**config.mk**
```make
export PLATFORM = sky130hd
export DESIGN_NAME = norz_bus_cycle_unit
export DESIGN_NICKNAME = d
export VERILOG_FILES = /design/src/rtl/norz_bus_pkg.sv /design/src/rtl/norz_wait_counter.sv /design/src/rtl/norz_bus_cycle_unit.sv
export SDC_FILE = /design/constraint.sdc
export NUM_CORES = 1
export LEC_CHECK = 0
export BUFFER_PORTS_ARGS = -buffer_cell sky130_fd_sc_hd__buf_2
export CAP_MARGIN = 10
export CORE_MARGIN = 3
export CORE_UTILIZATION = 37
export DETAILED_ROUTE_END_ITERATION = 8
export HOLD_SLACK_MARGIN = 0.1
export RECOVER_POWER = 50
export SYNTH_ARGS = -nofsm -noshare
export SYNTH_HDL_FRONTEND = slang
export SYNTH_SLANG_ARGS = --single-unit
```
**constraint.sdc**
```tcl
create_clock -name CLK -period 2.9 [get_ports CLK]
set_input_delay 0.145 -clock CLK [delete_from_list [all_inputs] [get_ports CLK]]
set_output_delay 0.145 -clock CLK [all_outputs]
set_load 0.03 [all_outputs]
```
**src/rtl/norz_bus_pkg.sv**
```systemverilog
// norz_bus_pkg: shared types and constants for the Z80-style bus cycle unit.
//   state_e : T-state sequencer states (IDLE, T1, T2, TW, T3, T4)
//   kind_e  : machine-cycle kind latched when a request is accepted
//   helpers : classify a cycle kind (I/O, write, read-like)
package norz_bus_pkg;

    localparam int unsigned AddrWDefault = 16;
    localparam int unsigned DataWDefault = 8;
    localparam int unsigned RefreshW     = 7;

    typedef enum logic [2:0] {
        IDLE,
        T1,
        T2,
        TW,
        T3,
        T4
    } state_e;

    typedef enum logic [2:0] {
        FETCH,
        MREAD,
        MWRITE,
        IOREAD,
        IOWRITE
    } kind_e;

    function automatic logic kind_is_io(input kind_e k);
        return (k == IOREAD) || (k == IOWRITE);
    endfunction

    function automatic logic kind_is_write(input kind_e k);
        return (k == MWRITE) || (k == IOWRITE);
    endfunction

    // Cycles that drive RD_n and bring data back from the bus.
    function automatic logic kind_is_read(input kind_e k);
        return (k == FETCH) || (k == MREAD) || (k == IOREAD);
    endfunction

endpackage

```
**src/rtl/norz_wait_counter.sv**
```systemverilog
// norz_wait_counter: counts the automatic wait states of an I/O cycle and tells
// the sequencer when the external WAIT_n line may be sampled.
//   clk_i       : clock, one T-state per rising edge
//   rst_i       : synchronous active-high reset
//   clear_i     : restart the count (asserted in T1)
//   tw_i        : sequencer is in a TW state this cycle
//   io_i        : current cycle is an I/O cycle
//   sample_ok_o : WAIT_n is to be honoured at the end of this T-state
module norz_wait_counter #(
    parameter int unsigned AUTO_WAITS = 1
) (
    input  logic clk_i,
    input  logic rst_i,
    input  logic clear_i,
    input  logic tw_i,
    input  logic io_i,
    output logic sample_ok_o
);

    localparam logic [2:0] AutoW = 3'(AUTO_WAITS);

    logic [2:0] count_q, count_d;
    logic [2:0] done_cnt;

    always_ff @(posedge clk_i) begin
        if (rst_i) begin
            count_q <= '0;
        end else begin
            count_q <= count_d;
        end
    end

    always_comb begin
        count_d = count_q;
        if (clear_i) begin
            count_d = '0;
        end else if (tw_i && (count_q < AutoW)) begin
            count_d = count_q + 3'd1;
        end
    end

    // TW states completed by the end of this T-state, the current one included.
    always_comb begin
        done_cnt    = count_q + {2'b00, tw_i};
        sample_ok_o = !io_i || (done_cnt >= AutoW);
    end

endmodule

```
**src/rtl/norz_bus_cycle_unit.sv**
```systemverilog
// norz_bus_cycle_unit: runs the T-state sequence of opcode-fetch, memory and
// I/O machine cycles on a Z80-style bus, one T-state per CLK edge.
//   CLK, RESET            : clock and synchronous active-high reset
//   Req_Fetch/Read/Write  : cycle requests (priority Fetch > Write > Read)
//   Req_IO                : Read/Write is an I/O cycle
//   Address, Data_Out     : cycle address and write data, latched on acceptance
//   Bus_Data_In, WAIT_n   : external data bus and wait line
//   Bus_A, Bus_D, Bus_D_OE: address bus, write data and its drive enable
//   MREQ_n..RFSH_n        : active-low bus strobes
//   Read_Data, Read_Valid : captured read/fetch data and its one-cycle strobe
//   Cycle_Done, Busy      : final-T-state pulse, cycle in flight
// Optional build macro NORZ_REFRESH_EN adds the T3/T4 refresh tail to fetches
// with a 7-bit refresh counter R; without it RFSH_n is tied high.
module norz_bus_cycle_unit
    import norz_bus_pkg::*;
#(
    parameter int unsigned ADDR_W       = AddrWDefault,
    parameter int unsigned DATA_W       = DataWDefault,
    parameter int unsigned IO_AUTO_WAIT = 1
) (
    input  logic              CLK,
    input  logic              RESET,
    input  logic              Req_Fetch,
    input  logic              Req_Read,
    input  logic              Req_Write,
    input  logic              Req_IO,
    input  logic [ADDR_W-1:0] Address,
    input  logic [DATA_W-1:0] Data_Out,
    input  logic [DATA_W-1:0] Bus_Data_In,
    input  logic              WAIT_n,
    output logic [ADDR_W-1:0] Bus_A,
    output logic [DATA_W-1:0] Bus_D,
    output logic              Bus_D_OE,
    output logic              MREQ_n,
    output logic              IORQ_n,
    output logic              RD_n,
    output logic              WR_n,
    output logic              M1_n,
    output logic              RFSH_n,
    output logic [DATA_W-1:0] Read_Data,
    output logic              Read_Valid,
    output logic              Cycle_Done,
    output logic              Busy
);

`ifdef NORZ_REFRESH_EN
    localparam logic RefreshOn = 1'b1;
    logic [RefreshW-1:0] r_q, r_d;
`else
    localparam logic RefreshOn = 1'b0;
`endif

    state_e            state_q, state_d;
    kind_e             kind_q, kind_d;
    logic [ADDR_W-1:0] addr_q, addr_d;
    logic [DATA_W-1:0] wdata_q, wdata_d;
    logic [DATA_W-1:0] rdata_q, rdata_d;
    logic              rvalid_q, rvalid_d;

    logic is_io, is_write, is_read, is_fetch;
    logic cycle_done, accept, sample_ok, in_access, late;

    assign is_io    = kind_is_io(kind_q);
    assign is_write = kind_is_write(kind_q);
    assign is_read  = kind_is_read(kind_q);
    assign is_fetch = (kind_q == FETCH);

    norz_wait_counter #(
        .AUTO_WAITS (IO_AUTO_WAIT)
    ) u_wait_counter (
        .clk_i       (CLK),
        .rst_i       (RESET),
        .clear_i     (state_q == T1),
        .tw_i        (state_q == TW),
        .io_i        (is_io),
        .sample_ok_o (sample_ok)
    );

    // Requests are taken in IDLE or in the final T-state, so cycles can abut.
    always_comb begin
        cycle_done = (state_q == T4) || ((state_q == T3) && !(RefreshOn && is_fetch));
        accept     = ((state_q == IDLE) || cycle_done) && (Req_Fetch || Req_Read || Req_Write);
    end

    // State register
    always_ff @(posedge CLK) begin
        if (RESET) begin
            state_q  <= IDLE;
            kind_q   <= MREAD;
            addr_q   <= '0;
            wdata_q  <= '0;
            rdata_q  <= '0;
            rvalid_q <= 1'b0;
        end else begin
            state_q  <= state_d;
            kind_q   <= kind_d;
            addr_q   <= addr_d;
            wdata_q  <= wdata_d;
            rdata_q  <= rdata_d;
            rvalid_q <= rvalid_d;
        end
    end

`ifdef NORZ_REFRESH_EN
    always_ff @(posedge CLK) begin
        if (RESET) begin
            r_q <= '0;
        end else begin
            r_q <= r_d;
        end
    end
`endif

    // Next-state logic
    always_comb begin
        state_d = state_q;
        kind_d  = kind_q;
        addr_d  = addr_q;
        wdata_d = wdata_q;
        case (state_q)
            IDLE:    state_d = IDLE;
            T1:      state_d = T2;
            T2, TW:  state_d = (sample_ok && WAIT_n) ? T3 : TW;
            T3:      state_d = (RefreshOn && is_fetch) ? T4 : IDLE;
            T4:      state_d = IDLE;
            default: state_d = IDLE;
        endcase
        if (accept) begin
            state_d = T1;
            addr_d  = Address;
            wdata_d = Data_Out;
            if (Req_Fetch) begin
                kind_d = FETCH;
            end else if (Req_Write) begin
                kind_d = Req_IO ? IOWRITE : MWRITE;
            end else begin
                kind_d = Req_IO ? IOREAD : MREAD;
            end
        end
    end

    // Read capture: reads on the edge leaving T3, fetches on the edge leaving
    // the last T2/TW so the opcode is in hand before the refresh tail.
    always_comb begin
        rdata_d  = rdata_q;
        rvalid_d = 1'b0;
        if ((state_q == T3) && ((kind_q == MREAD) || (kind_q == IOREAD))) begin
            rdata_d  = Bus_Data_In;
            rvalid_d = 1'b1;
        end
        if (is_fetch && ((state_q == T2) || (state_q == TW)) && (state_d == T3)) begin
            rdata_d  = Bus_Data_In;
            rvalid_d = 1'b1;
        end
`ifdef NORZ_REFRESH_EN
        r_d = r_q;
        if (state_q == T4) begin
            r_d = r_q + 7'd1;
        end
`endif
    end

    // Output logic
    always_comb begin
        Bus_A      = '0;
        Bus_D      = '0;
        Bus_D_OE   = 1'b0;
        MREQ_n     = 1'b1;
        IORQ_n     = 1'b1;
        RD_n       = 1'b1;
        WR_n       = 1'b1;
        M1_n       = 1'b1;
        RFSH_n     = 1'b1;
        Busy       = (state_q != IDLE);
        Cycle_Done = cycle_done;
        Read_Data  = rdata_q;
        Read_Valid = rvalid_q;

        // A fetch's access phase ends at its last T2/TW; other kinds include T3.
        in_access = (state_q == T1) || (state_q == T2) || (state_q == TW) ||
                    ((state_q == T3) && !is_fetch);
        late      = (state_q != T1);

        if (state_q != IDLE) begin
            Bus_A = addr_q;
        end
        if (in_access) begin
            MREQ_n = is_io;
            IORQ_n = !(is_io && late);
            RD_n   = !(is_read && (!is_io || late));
            WR_n   = !(is_write && late);
            M1_n   = !is_fetch;
            if (is_write) begin
                Bus_D    = wdata_q;
                Bus_D_OE = 1'b1;
            end
        end
`ifdef NORZ_REFRESH_EN
        if (is_fetch && ((state_q == T3) || (state_q == T4))) begin
            Bus_A  = {{(ADDR_W - RefreshW){1'b0}}, r_q};
            RFSH_n = 1'b0;
            MREQ_n = (state_q != T3);
        end
`endif
    end

endmodule

```
==> impl_metrics.json <==
{
  "dieHeight_um": 84.6,
  "global_route.overflow_total": 0,
  "fin_skew_ps": 10.9,
  "maxSlewHeadroom_pct": 22.6,
  "setup.worst_path.end_class": "register",
  "drt_iter0_drc": 112,
  "antenna_cells": 0,
  "setup-tns-final_ps": 0,
  "critical-path-top-cell-by-count": "ha_1",
  "antenna_found_initial": 0,
  "avgSynthCellArea_um2": 8.76,
  "timing.final.hold_violations": 0,
  "post_synth_num_cell_types": 38,
  "clock_sink_count": 42,
  "grt_start_max_net_pins": 49,
  "synth_most_common_cell": "dfxtp_1",
  "via_per_inst": 5.25,
  "route.detailed.wl_per_inst_um": 14.3,
  "worst_hold_path_type": "input pin to register",
  "worst_path_max_delay_cell": "dfxtp_1",
  "tritoncts.num_buffers": 5,
  "cts.clk_slew.worst_paths_ps": 90,
  "timing.critical_path.arrival_ps": 2460,
  "slew_at_the_pin_with_the_worst_max_slew_slack_ps": 1160,
  "layer_carrying_the_most_global_route_usage": "met2",
  "postSynth.topFlopCell": "dfxtp_1",
  "place.port_buffers": 79,
  "clockRootBuffer": "clkbuf_8",
  "critical_path_required_ps": 3110,
  "coreArea_um2": 5960,
  "min_period_over_period_pct": 77.6,
  "status": "finished, final reports clean",
  "mappedNetlistArea_um2": 2290,
  "cts_resized": 0,
  "yosys.area.top_type_share_pct": 36.8,
  "power_density_nw_per_um2": 595,
  "report.final.slew_viol_count": 0,
  "detail_route.first_pass.iterations": 4,
  "final.min_clock_period_ps": 2250,
  "route.antenna.remaining_nets": 0,
  "globalplace.congestion": 0.774,
  "cts-htree-levels": 2,
  "synth_area_leader_cell": "dfxtp_1",
  "vdd.ir_drop.worst_v": 0.000347,
  "cts_tree": "built",
  "drive_gt1_share_pct": 19.5,
  "maximum_operating_frequency_mhz": 444,
  "worstSetupPathType": "register to register",
  "postCtsSetupBuffers": 0,
  "synth_top_cells_by_area": "dfxtp_1 (37%), o31ai_1 (8.9%), nand4_1 (7.1%), a21oi_1 (6.1%), nor2b_1 (6.0%)",
  "setup_ws_post_layout_ps": 649,
  "io_pins": 81,
  "ys_top_cells_by_count": "dfxtp_1 (42), a21oi_1 (28), o31ai_1 (27)",
  "fp.dieArea_um2": 7160,
  "grt_setup_unrepaired": "no",
  "total_nets_final": 385,
  "cellLeakagePower_nw": 1.25,
  "final.fill_count": 619,
  "post_synth_arst_share_pct": 0,
  "max-cap-violations": 0,
  "track_usage_pct": 16.7,
  "netlist_instances": 261,
  "cp_max_fo": 13,
  "post-place-ws_ps": 857,
  "cts_max_path_buffers": 2,
  "cpLargestDelayFamily": "flip-flops",
  "drc_errors": 0,
  "grt_pass1_vias": 2108,
  "initial_core_utilization_pct": 38.4,
  "yosys_warnings": 0,
  "critical-path-max-stage-delay_ps": 640,
  "row_count": 28,
  "insertion_delay_ps": 300,
  "synth-edff-count": 0,
  "use_met2_pct": 27.8,
  "setup_viol_count_final": 0,
  "hold-worst-slack_ps": 103,
  "grt_pass1_wl_mm": 9.83,
  "gr-usage-met3_pct": 4.61,
  "grt.met1_usage_pct": 21.1,
  "drt_wl_total_mm": 5.96,
  "timing.critical_path.buf_inv": 1,
  "crit_chain": "nor2b_1, clkbuf_1, and2_1, ha_1, ha_1, nor2_1, o211ai_1, a311oi_1",
  "detailedPlacementHpwl_mm": 3.80,
  "via_count": 2193,
  "die_width_um": 84.6,
  "critical_path.startpoint_type": "register",
  "yosysSeqAreaShare_pct": 36.8,
  "syn-num-nets": 304,
  "postSynthRegisterBits": 42,
  "flow.area_growth_from_synthesis_pct": 26.0
}
layout by cell type, fill, tap and decap left out, types with 3 or more instances in the layout:
cell,instances
nand2b_1,17
and2_1,9
buf_4,4
mux2i_1,8
nor2b_1,21
ha_1,4
buf_2,48
a21oi_1,28
o31ai_1,27
dlygate4sd3_1,20
dfxtp_1,42
clkbuf_8,6
nand2_1,3
a31oi_1,4
nand4_1,26
clkbuf_1,32
or3_1,3
nor2_1,8
inv_1,4
state kept, by name (all words and copies together) (netlist names):
register,count
addr_q,16
Read_Data,8
wdata_q,8
kind_q,3
state_q,3
u_wait_counter.count_q,3
Read_Valid,1
final cells by class:
type / instances / area [µm²] / area share [%]
Multi-Input combinational cell: 185 / 1250 / 43.3
Inverter: 4 / 15.0 / 0.521
Tap cell: 75 / 93.8 / 3.26
Clock buffer: 6 / 82.6 / 2.86
Clock inverter: 2 / 12.5 / 0.434
Sequential cell: 42 / 841 / 29.2
Timing Repair Buffer: 104 / 591 / 20.5
routing by layer:
layer / vias to the layer above / routed length [µm]
met4: 0 / 55
met1: 1002 / 2680
met5: - / 0
li1: 1110 / -
met2: 74 / 2790
met3: 7 / 433
path summary, 6_finish.rpt:
| kind | start | to | slack, ps | depth (start not counted) |
|---|---|---|---|---|
| setup reg to reg | state_q[1] | state_q[0] | 650 | 8 |
| hold / removal | Address[6] | addr_q[6] | 100 | 3 |
| setup / recovery | state_q[1] | state_q[0] | 650 | 8 |
| hold reg to reg | addr_q[10] | addr_q[10] | 470 | 2 |
per-stage QoR:
step,instance area [µm²],instances,power [mW],utilization [%]
after floorplan,2290,261,1.19,-
after global placement,2640,390,1.31,44.3
after detailed placement,2640,390,1.32,44.3
after global routing,2880,418,1.82,48.4
final,2880,418,1.72,48.4
after CTS,2930,418,1.74,49.2
where the power goes:
part	switching, mW	internal [mW]
clock	0.211	0.192
sequential	0.0609	0.646
combinational	0.394	0.211
total	0.666	1.05
kinds of logic after synthesis:
group / share of synthesized area, %
and+or+nand+nor: 28.6
adders and majority gates: 2.19
DFF: 36.8
xor gates and xnor gates: 0.766
AOI/OAI and AO/OA: 19.3
buffers and inverters: 8.75
muxes: 3.50
other: 0.164
what timing repair did:
item / 4_1_cts / 5_1_grt
endpoints found under the hold margin: 20 / 0
endpoints found under the setup margin: 0 / 0
hold buffers: 20 / 0
tightest hold or removal path, cell delays in order:
cell and delay [ps]:
buf_2 100, nand4_1 60, a21oi_1 50
(Power assumes the default switching activity.)
